===== src/rtl/inst_fetch_if.sv =====
// Fetch-stage bundle: instruction-memory port, redirect input, decode handshake and fault flag.
interface inst_fetch_if;
  logic [31:0] mem_address;
  logic [15:0] mem_q;
  logic        redirect;
  logic [31:0] redirect_pc;
  logic        inst_valid;
  logic        inst_ready;
  logic [15:0] inst_data;
  logic [31:0] inst_pc;
  logic        fault;

  modport master (
    output mem_address, inst_valid, inst_data, inst_pc, fault,
    input  mem_q, redirect, redirect_pc, inst_ready
  );

  modport slave (
    input  mem_address, inst_valid, inst_data, inst_pc, fault,
    output mem_q, redirect, redirect_pc, inst_ready
  );
endinterface


===== src/rtl/inst_fetch.sv =====
// Instruction fetch stage: owns the word PC, issues to a 1-cycle-latency memory and hands
// {instruction, pc} to decode through an output register backed by a one-entry skid buffer.
module inst_fetch #(
  parameter logic [31:0] RESET_PC  = 32'd0,
  parameter logic [31:0] MEM_DEPTH = 32'd131072
) (
  input logic          clock,
  input logic          reset_n,
  inst_fetch_if.master bus
);
  localparam int unsigned AW = 32;
  localparam int unsigned DW = 16;
  localparam logic [AW-1:0] BLOCK0_LAST = AW'(32'h0000_FFFF);

  typedef enum logic {RUN, XBLK} state_t;

  state_t        state, state_nxt;
  logic [AW-1:0] addr_q, addr_nxt;
  logic          inflight_q, inflight_nxt;
  logic [AW-1:0] inflight_pc_q, inflight_pc_nxt;
  logic          skid_full_q, skid_full_nxt;
  logic [DW-1:0] skid_data_q, skid_data_nxt;
  logic [AW-1:0] skid_pc_q, skid_pc_nxt;
  logic          valid_q, valid_nxt;
  logic [DW-1:0] data_q, data_nxt;
  logic [AW-1:0] pc_q, pc_nxt;
  logic          fault_q, fault_nxt;
  logic          can_load, issue, at_last;

  always_ff @(posedge clock) begin
    if (!reset_n) begin
      state         <= RUN;
      addr_q        <= RESET_PC;
      inflight_q    <= 1'b0;
      inflight_pc_q <= '0;
      skid_full_q   <= 1'b0;
      skid_data_q   <= '0;
      skid_pc_q     <= '0;
      valid_q       <= 1'b0;
      data_q        <= '0;
      pc_q          <= '0;
      fault_q       <= 1'b0;
    end else begin
      state         <= state_nxt;
      addr_q        <= addr_nxt;
      inflight_q    <= inflight_nxt;
      inflight_pc_q <= inflight_pc_nxt;
      skid_full_q   <= skid_full_nxt;
      skid_data_q   <= skid_data_nxt;
      skid_pc_q     <= skid_pc_nxt;
      valid_q       <= valid_nxt;
      data_q        <= data_nxt;
      pc_q          <= pc_nxt;
      fault_q       <= fault_nxt;
    end
  end

  always_comb begin
    state_nxt       = state;
    addr_nxt        = addr_q;
    inflight_nxt    = 1'b0;
    inflight_pc_nxt = inflight_pc_q;
    skid_full_nxt   = skid_full_q;
    skid_data_nxt   = skid_data_q;
    skid_pc_nxt     = skid_pc_q;
    valid_nxt       = valid_q;
    data_nxt        = data_q;
    pc_nxt          = pc_q;
    fault_nxt       = fault_q;

    can_load = !valid_q || bus.inst_ready;
    at_last  = (33'(addr_q) + 33'd1) >= 33'(MEM_DEPTH);
    issue    = (state == RUN) && !fault_q && !bus.redirect && !skid_full_q && can_load;

    if (bus.redirect) begin
      // In-flight data is discarded, so the block mux never sees a mismatched response.
      addr_nxt      = bus.redirect_pc;
      state_nxt     = RUN;
      fault_nxt     = bus.redirect_pc >= MEM_DEPTH;
      valid_nxt     = 1'b0;
      skid_full_nxt = 1'b0;
    end else begin
      if (skid_full_q && can_load) begin
        valid_nxt     = 1'b1;
        data_nxt      = skid_data_q;
        pc_nxt        = skid_pc_q;
        skid_full_nxt = 1'b0;
      end else if (inflight_q && can_load) begin
        valid_nxt = 1'b1;
        data_nxt  = bus.mem_q;
        pc_nxt    = inflight_pc_q;
      end else if (inflight_q) begin
        skid_full_nxt = 1'b1;
        skid_data_nxt = bus.mem_q;
        skid_pc_nxt   = inflight_pc_q;
      end else if (valid_q && bus.inst_ready) begin
        valid_nxt = 1'b0;
      end

      // Address holds through the crossing cycle so the response comes from the old block.
      if (state == XBLK) begin
        addr_nxt  = addr_q + AW'(1);
        state_nxt = RUN;
      end else if (issue) begin
        inflight_nxt    = 1'b1;
        inflight_pc_nxt = addr_q;
        if (at_last) begin
          fault_nxt = 1'b1;
        end else if (addr_q == BLOCK0_LAST) begin
          state_nxt = XBLK;
        end else begin
          addr_nxt = addr_q + AW'(1);
        end
      end
    end
  end

  assign bus.mem_address = addr_q;
  assign bus.inst_valid  = valid_q;
  assign bus.inst_data   = data_q;
  assign bus.inst_pc     = pc_q;
  assign bus.fault       = fault_q;
endmodule

===== src/flat_wrapper.sv =====
// flat-port wrapper written by rule: the top's interface ports become plain ports
module inst_fetch_flat 
#(
  parameter logic [31:0] RESET_PC  = 32'd0,
  parameter logic [31:0] MEM_DEPTH = 32'd131072
)
  (clock, reset_n, bus_mem_address, bus_inst_valid, bus_inst_data, bus_inst_pc, bus_fault, bus_mem_q, bus_redirect, bus_redirect_pc, bus_inst_ready);
  inst_fetch_if bus_i ();
  input logic clock;
  input logic reset_n;
  output wire logic [$bits(bus_i.mem_address)-1:0] bus_mem_address;
  output wire logic [$bits(bus_i.inst_valid)-1:0] bus_inst_valid;
  output wire logic [$bits(bus_i.inst_data)-1:0] bus_inst_data;
  output wire logic [$bits(bus_i.inst_pc)-1:0] bus_inst_pc;
  output wire logic [$bits(bus_i.fault)-1:0] bus_fault;
  input wire logic [$bits(bus_i.mem_q)-1:0] bus_mem_q;
  input wire logic [$bits(bus_i.redirect)-1:0] bus_redirect;
  input wire logic [$bits(bus_i.redirect_pc)-1:0] bus_redirect_pc;
  input wire logic [$bits(bus_i.inst_ready)-1:0] bus_inst_ready;
  assign bus_mem_address = bus_i.mem_address;
  assign bus_inst_valid = bus_i.inst_valid;
  assign bus_inst_data = bus_i.inst_data;
  assign bus_inst_pc = bus_i.inst_pc;
  assign bus_fault = bus_i.fault;
  assign bus_i.mem_q = bus_mem_q;
  assign bus_i.redirect = bus_redirect;
  assign bus_i.redirect_pc = bus_redirect_pc;
  assign bus_i.inst_ready = bus_inst_ready;
  inst_fetch #(.RESET_PC(RESET_PC), .MEM_DEPTH(MEM_DEPTH)) u_core (.clock(clock), .reset_n(reset_n), .bus(bus_i));
endmodule

===== config.mk =====
export PLATFORM = sky130hd
export DESIGN_NAME = inst_fetch_flat
export DESIGN_NICKNAME = d
export VERILOG_FILES = /design/src/rtl/inst_fetch_if.sv /design/src/rtl/inst_fetch.sv /design/src/flat_wrapper.sv
export SDC_FILE = /design/constraint.sdc
export NUM_CORES = 1
export LEC_CHECK = 0
export CORE_UTILIZATION = 40
export DETAILED_ROUTE_END_ITERATION = 8
export PLACE_DENSITY = 0.61
export SETUP_SLACK_MARGIN = 0.02
export SKIP_LAST_GASP = 1
export SLEW_MARGIN = 20
export SYNTH_ARGS = -nofsm -noshare
export SYNTH_HDL_FRONTEND = slang
export SYNTH_SLANG_ARGS = --single-unit

===== constraint.sdc =====
create_clock -name clock -period 3.8 [get_ports clock]
set_input_delay 0.57 -clock clock [delete_from_list [all_inputs] [get_ports clock]]
set_output_delay 0.57 -clock clock [all_outputs]
set_load 0.05 [all_outputs]

==> impl_metrics.csv, run 1 <==
group,metric,value,unit
synthesis,synthesis.area,0.00762,mm2
critical_path,path_cells,"and4_1 -> nand4_1 -> or4_1 -> mux2i_1 -> or4_4 -> o31ai_4 -> buf_4 -> a21boi_0 -> o311a_1",
power,p_int,3.00,mW
sta,period_needed,3510,ps
synthesis,synth_top_area_cell,"dfxtp_1",
critical_path,r2r-end,"u_core.bus.mem_address[29]$_SDFFE_PN0P_",
global_routing,grt_pass1_wl,37.0,mm
critical_path,rr_worst_depth,9,
power,power.switching,999,uW
cts,htreeDepth,4,
power,p_clk_frac,0.446,
finish,fin_util,0.525,
sta,fin_ws,289,ps
cts,cts.path.max_buffers,2,
sta,setup_viol_count_final,0,
global_routing,grt_pass1_vias,6829,
power,power_frac_comb,0.103,
synthesis,synthCells,935,
routing,drt-initial-drc-count,611,
critical_path,r2r_slack,290,ps
power,powerDensity,407,mW/mm2
routing,vias_per_cell,5.73,
placement,hpwl,15.1,mm
global_routing,antenna_found_initial,0,
synthesis,synth-seq-cells,165,
power,swShare,0.250,
synthesis,ys_types,62,
synthesis,yosysWarnings,0,
sta,hold_viol_final,0,
placement,dp_slack,373,ps
sta,rsz0062_at_grt,"no",
sta,slew_violations,0,
cts,worstSkewPairLatency,430,ps
critical_path,crit_path_start_kind,"register",
hold_path,min_to,"u_core.bus.inst_data[12]$_SDFFE_PN0P_",
floorplan,start_util,0.408,
finish,diodes,0,
cts,post_cts_buffers,0,
sta,tns,0,ps
critical_path,critPathSlowestCell,"or4_1",
sta,post-route-period-util,0.924,
synthesis,synth-seq-area-share,0.433,
critical_path,critPathBufInv,1,
synthesis,yosysTopAreaCellShare,0.433,
power,seq_power_share,0.451,
critical_path,timing.rr.start,"u_core.bus.mem_address[11]$_SDFFE_PN0P_",
cts,cts_tree,"done",
cts,cts_made_buffers,17,
global_routing,grt_max_degree,76,
floorplan,die_height,140,um
sta,max_freq,0.285,GHz
hold_path,holdCritStartpoint,"u_core.bus.inst_data[12]$_SDFFE_PN0P_",
synthesis,synthFlopType,"dfxtp_1",
finish,fillers,1815,
flow_run,max-cap-violations,0,
finish,nets,1093,
routing,drc,0,
cts,cts.sink_count,165,
synthesis,netlist_top_cells_area,"dfxtp_1 (43%), a21boi_0 (13%), nand2_1 (12%), o221ai_1 (5.5%), clkbuf_1 (3.3%)",
floorplan,dieArea,0.0196,mm2
synthesis,synth_nets,988,
synthesis,synth_edf_count,0,
routing,routedWlPerCell,17.9,um
hold_path,min_path_cells,2,
sta,relSlewSlack,0.456,
critical_path,end_kind,"register",
critical_path,worstPathArrival,3830,ps
finish,drive_gt1_frac,0.0779,
floorplan,ios,134,
synthesis,synth_most_common_cell,"nand2_1",
synthesis,avgSynthCellArea,8.15,um2
power,leakagePower,3.19,nW
global_routing,grt_overflow_total,0,
floorplan,die_w,140,um
placement,io_buffers,133,
critical_path,crit_type,"register to register",
routing,vias,7372,
placement,gp_congestion,0.958,
run_status,status,"finished clean",
global_routing,grtUsageTotal,0.237,
power,peakVddDrop,0.264,mV
sta,fin_worst_skew,9.16,ps
cts,cts_resized,0,
cts,cts.root.buffer_cell,"clkbuf_16",
routing,antenna_left,0,
floorplan,num_rows,50,
hold_path,hp-class,"register to register",
cts,clkSlewWorstSetupHoldPaths,70,ps
critical_path,cp.required,4120,ps
synthesis,async_reset_ff_frac,0,
floorplan,coreArea,0.0187,mm2
critical_path,critPathTopFamily,"simple AND/OR/NAND/NOR gates",
synthesis,ys_top_cells_by_count,"nand2_1 (246), dfxtp_1 (165), a21boi_0 (130), clkbuf_1 (67), o221ai_1 (48)",
finish,area_growth,28.9,%
critical_path,max_stage_delay,620,ps
routing,wl,23.0,mm
sta,tightest_slew,814,ps
critical_path,critPathMaxFanout,14,
routing,drt_pass1_iterations,5,
cts,hold_buffers,0,
## power by group through the flow
stage | logic, mW | registers, mW | clock network [mW]
2_1_floorplan | 0.166 | 1.90 | 0
3_3_place_gp | 0.409 | 1.84 | 0
3_5_place_dp | 0.407 | 1.84 | 0
4_1_cts | 0.409 | 1.80 | 1.81
5_1_grt | 0.435 | 1.81 | 1.89
6_report | 0.410 | 1.80 | 1.78
## sequential cells by signal (all words and copies together) (netlist names)
name / flops
u_core.inflight_q: 1
u_core.bus.mem_address: 32
u_core.bus.inst_pc: 32
u_core.skid_full_q: 1
u_core.state: 1
u_core.skid_pc_q: 32
u_core.skid_data_q: 16
u_core.inflight_pc_q: 32
u_core.bus.inst_valid: 1
u_core.bus.inst_data: 16
u_core.bus.fault: 1
## layer usage
metal,global-route usage,vias up,part of all wire
met5,0,-,0
met4,0.0896,0,0.025
met3,0.0485,51,0.068
met2,0.358,304,0.43
met1,0.332,3457,0.48
li1,-,3560,-
## cells by family (layout without fill, tap and decap cells)
kind of cell             Yosys count  after routing  share of synthesized area
AO/OA/AOI/OAI                    266            266                      0.267
XOR/XNOR                           4              4                    0.00460
adder cells (fa/ha/maj)            1              1                    0.00164
buffers and inverters             98            216                     0.0502
flip-flops                       165            165                      0.433
multiplexers                       2              2                    0.00263
AND/OR/NAND/NOR                  399            399                      0.240
## worst reg2reg max path: stages (launching register included)
cell      delay [ps]
dfxtp_1          450
and4_1           290
nand4_1          240
or4_1            620
mux2i_1          180
or4_4            510
o31ai_4          430
buf_4            290
a21boi_0         110
o311a_1          280
## worst max-delay path by stage
stage	cells after the start	slack, ps	from	end
6_report	9	290	u_core.bus.mem_address[11]$_SDFFE_PN0P_	u_core.bus.mem_address[29]$_SDFFE_PN0P_
2_1_floorplan	10	340	u_core.bus.mem_address[8]$_SDFFE_PN0P_	u_core.bus.mem_address[6]$_SDFFE_PN0P_
3_3_place_gp	9	430	u_core.bus.mem_address[11]$_SDFFE_PN0P_	u_core.bus.mem_address[29]$_SDFFE_PN0P_
4_1_cts	9	350	u_core.bus.mem_address[11]$_SDFFE_PN0P_	u_core.bus.mem_address[29]$_SDFFE_PN0P_
3_5_place_dp	9	370	u_core.bus.mem_address[11]$_SDFFE_PN0P_	u_core.bus.mem_address[29]$_SDFFE_PN0P_
5_1_grt	9	130	u_core.bus.mem_address[11]$_SDFFE_PN0P_	u_core.bus.mem_address[29]$_SDFFE_PN0P_
## cells in the final DEF (no fill, tap or decap), types with 3 or more instances in the layout
cell type / Yosys / layout
a211oi_1: 4 / 4
a21boi_0: 130 / 130
a21o_1: 4 / 4
a21oi_1: 15 / 15
a31oi_1: 4 / 4
a32o_1: 8 / 8
and2_1: 5 / 5
and3_1: 11 / 11
and4_1: 8 / 8
buf_4: 1 / 40
bufinv_16: 0 / 3
clkbuf_16: 0 / 17
clkdlybuf4s50_1: 0 / 131
clkinv_4: 0 / 3
dfxtp_1: 165 / 165
inv_1: 11 / 11
nand2_1: 246 / 246
nand2b_1: 3 / 3
nand3_1: 24 / 23
nand4_1: 18 / 18
nor2_1: 23 / 22
nor2b_1: 9 / 9
nor3_1: 20 / 19
nor3b_1: 3 / 3
nor4_1: 15 / 15
o211ai_1: 5 / 5
o21ai_0: 12 / 12
o221ai_1: 48 / 48
o22ai_1: 5 / 5
o31ai_1: 6 / 6
o32ai_1: 3 / 3
or3_1: 4 / 4
## metrics by stage
stage | power [mW] | hold WS (ps) | cells | cell area (um2)
finish | 4.00 | 459 | 1287 | 9820
global route | 4.13 | 482 | 1287 | 9820
CTS | 4.02 | 465 | 1287 | 9820
detailed placement | 2.25 | 457 | 1255 | 9210
global placement | 2.25 | 449 | 1255 | 9210
floorplan | 2.07 | 443 | 935 | 7620
## layout make-up
type,instances,area [um2],share of cell area
Multi-Input combinational cell,672,3960,0.403
Sequential cell,165,3300,0.336
Timing Repair Buffer,172,1620,0.165
Clock buffer,21,460,0.0469
Tap cell,234,293,0.0298
Clock inverter,11,150,0.0153
Inverter,12,45.0,0.00459
Power figures use the tool's default switching activity.
==> run 2: changes to the inputs <==
- TNS_END_PERCENT: not set -> 100
==> results of run 2 <==
Final layout, timing and power as in run 1 (identical DEF).
==> run 3: changes to the inputs <==
- clock period: 3.8 -> 3.59 ns (I/O delays scaled with it)
==> run 3 against run 2 <==
Highest routed layer unchanged. Core utilization increased by 0.49 points. Register-to-register slack worse by 20 ps. Cell count is 0.62% higher. Critical endpoint is now u_core.bus.mem_address[26]$_SDFFE_PN0P_. Die area unchanged.
==> impl_metrics.csv, run 3 (synthesis gave the netlist of run 1 again) <==
group,metric,value,unit
run_status,status,"finished clean",
cts,cts.root.buffer_cell,"clkbuf_16",
cts,clkSlewWorstSetupHoldPaths,60,ps
global_routing,grt_max_degree,63,
critical_path,worstPathArrival,3680,ps
finish,diodes,0,
floorplan,die_height,140,um
hold_path,holdCritStartpoint,"u_core.bus.inst_data[2]$_SDFFE_PN0P_",
critical_path,r2r-end,"u_core.bus.mem_address[26]$_SDFFE_PN0P_",
routing,vias_per_cell,5.58,
routing,drt_pass1_iterations,5,
critical_path,critPathSlowestCell,"dfxtp_1",
sta,fin_worst_skew,10.4,ps
placement,dp_slack,318,ps
power,powerDensity,421,mW/mm2
hold_path,min_path_cells,2,
floorplan,start_util,0.408,
critical_path,critPathMaxFanout,20,
routing,routedWlPerCell,17.8,um
flow_run,max-cap-violations,0,
cts,post_cts_buffers,0,
critical_path,crit_top_cell,"buf_12",
hold_path,hp-class,"register to register",
cts,cts_resized,0,
critical_path,crit_path_start_kind,"register",
sta,hold_viol_final,0,
cts,worstSkewPairLatency,430,ps
finish,layout_commonest_cell,"nand2_1",
sta,rsz0062_at_grt,"no",
cts,htreeDepth,4,
critical_path,rr_worst_depth,10,
hold_path,min_to,"u_core.bus.inst_data[2]$_SDFFE_PN0P_",
cts,cts.path.max_buffers,2,
finish,drive_gt1_frac,0.0858,
power,peakVddDrop,0.295,mV
power,leakagePower,3.23,nW
sta,tightest_slew,646,ps
floorplan,num_rows,50,
cts,cts.sink_count,165,
sta,fin_ws,267,ps
critical_path,cp.required,3950,ps
routing,vias,7227,
critical_path,path_cells,"and4_1 -> nand4_1 -> or4_1 -> mux2i_1 -> or4_4 -> o31ai_4 -> buf_12 -> o21ai_1 -> buf_12 -> o21ai_0",
finish,area_growth,30.1,%
sta,slew_violations,0,
floorplan,dieArea,0.0196,mm2
cts,hold_buffers,0,
floorplan,die_w,140,um
power,power.total,4.17,mW
routing,antenna_left,0,
global_routing,grt_pass1_vias,6770,
sta,tns,0,ps
global_routing,grtUsageTotal,0.238,
placement,io_buffers,133,
global_routing,grt_pass1_wl,37.1,mm
sta,post-route-period-util,0.926,
critical_path,r2r_slack,270,ps
routing,drt-initial-drc-count,588,
sta,relSlewSlack,0.569,
critical_path,timing.rr.start,"u_core.bus.mem_address[17]$_SDFFE_PN0P_",
routing,wl,23.1,mm
sta,whs,458,ps
cts,cts_tree,"done",
critical_path,crit_type,"register to register",
finish,nets,1101,
critical_path,end_kind,"register",
cts,cts_made_buffers,17,
global_routing,antenna_found_initial,0,
sta,setup_viol_count_final,0,
floorplan,ios,134,
sta,period_needed,3320,ps
critical_path,max_stage_delay,540,ps
routing,drc,0,
placement,gp_congestion,0.886,
floorplan,coreArea,0.0187,mm2
sta,max_freq,0.301,GHz
finish,final_cell_mix,"nand2_1 (246), dfxtp_1 (165), clkdlybuf4s50_1 (131)",
global_routing,grt_overflow_total,0,
placement,hpwl,15.1,mm
==> run 3: cell types whose count changed in the layout (fill, tap and decap cells not counted), sizes merged <==
cell | previous run | this run
buf | 41 | 49
bufinv | 3 | 2
clkinv | 6 | 4
clkinvlp | 2 | 4
inv | 12 | 13
==> run 3: worst max-delay path by stage <==
stage                                                        from                                      end  cells past startpoint
after floorplan            u_core.bus.mem_address[8]$_SDFFE_PN0P_   u_core.bus.mem_address[6]$_SDFFE_PN0P_                     10
after global placement    u_core.bus.mem_address[17]$_SDFFE_PN0P_  u_core.bus.mem_address[15]$_SDFFE_PN0P_                     10
after detailed placement  u_core.bus.mem_address[17]$_SDFFE_PN0P_  u_core.bus.mem_address[15]$_SDFFE_PN0P_                     10
after CTS                 u_core.bus.mem_address[17]$_SDFFE_PN0P_  u_core.bus.mem_address[15]$_SDFFE_PN0P_                     10
after global routing      u_core.bus.mem_address[17]$_SDFFE_PN0P_  u_core.bus.mem_address[15]$_SDFFE_PN0P_                     10
final                     u_core.bus.mem_address[17]$_SDFFE_PN0P_  u_core.bus.mem_address[26]$_SDFFE_PN0P_                     10
==> run 3: per-layer routing <==
metal / vias up / global-route usage / wire length, um
met5: - / 0 / 0
met4: 0 / 0.0862 / 472
met3: 36 / 0.0438 / 1360
met2: 256 / 0.361 / 10100
met1: 3366 / 0.338 / 11200
li1: 3569 / - / -
==> run 3: area by class of cell <==
| cell class | count | area (um2) |
|---|---|---|
| fill | 1785 | 8790 |
| multi-input combinational | 672 | 3960 |
| sequential | 165 | 3300 |
| timing repair buffer | 180 | 1730 |
| clock buffer | 21 | 470 |
| tap | 234 | 293 |
| clock inverter | 11 | 123 |
| inverter | 12 | 45.0 |
==> run 3: critical path, delay by kind of cell, from the launching register on <==
kind,cells,cell delay (ps)
flops,1,540
buf+inv,2,420
mux,1,190
simple gates,4,1500
compound gates,3,590
==> run 3: per-stage QoR <==
step	instances	util	cell area (um2)
after floorplan	935	-	7620
after global placement	1263	0.498	9320
after detailed placement	1263	0.498	9320
after CTS	1295	0.530	9920
after global routing	1295	0.530	9920
final	1295	0.530	9920
==> run 3: where the power goes <==
group          internal, mW  leakage [nW]  switching [mW]
logic                 0.181          1.61           0.261
registers              1.86          1.34          0.0426
clock network          1.08         0.282           0.745
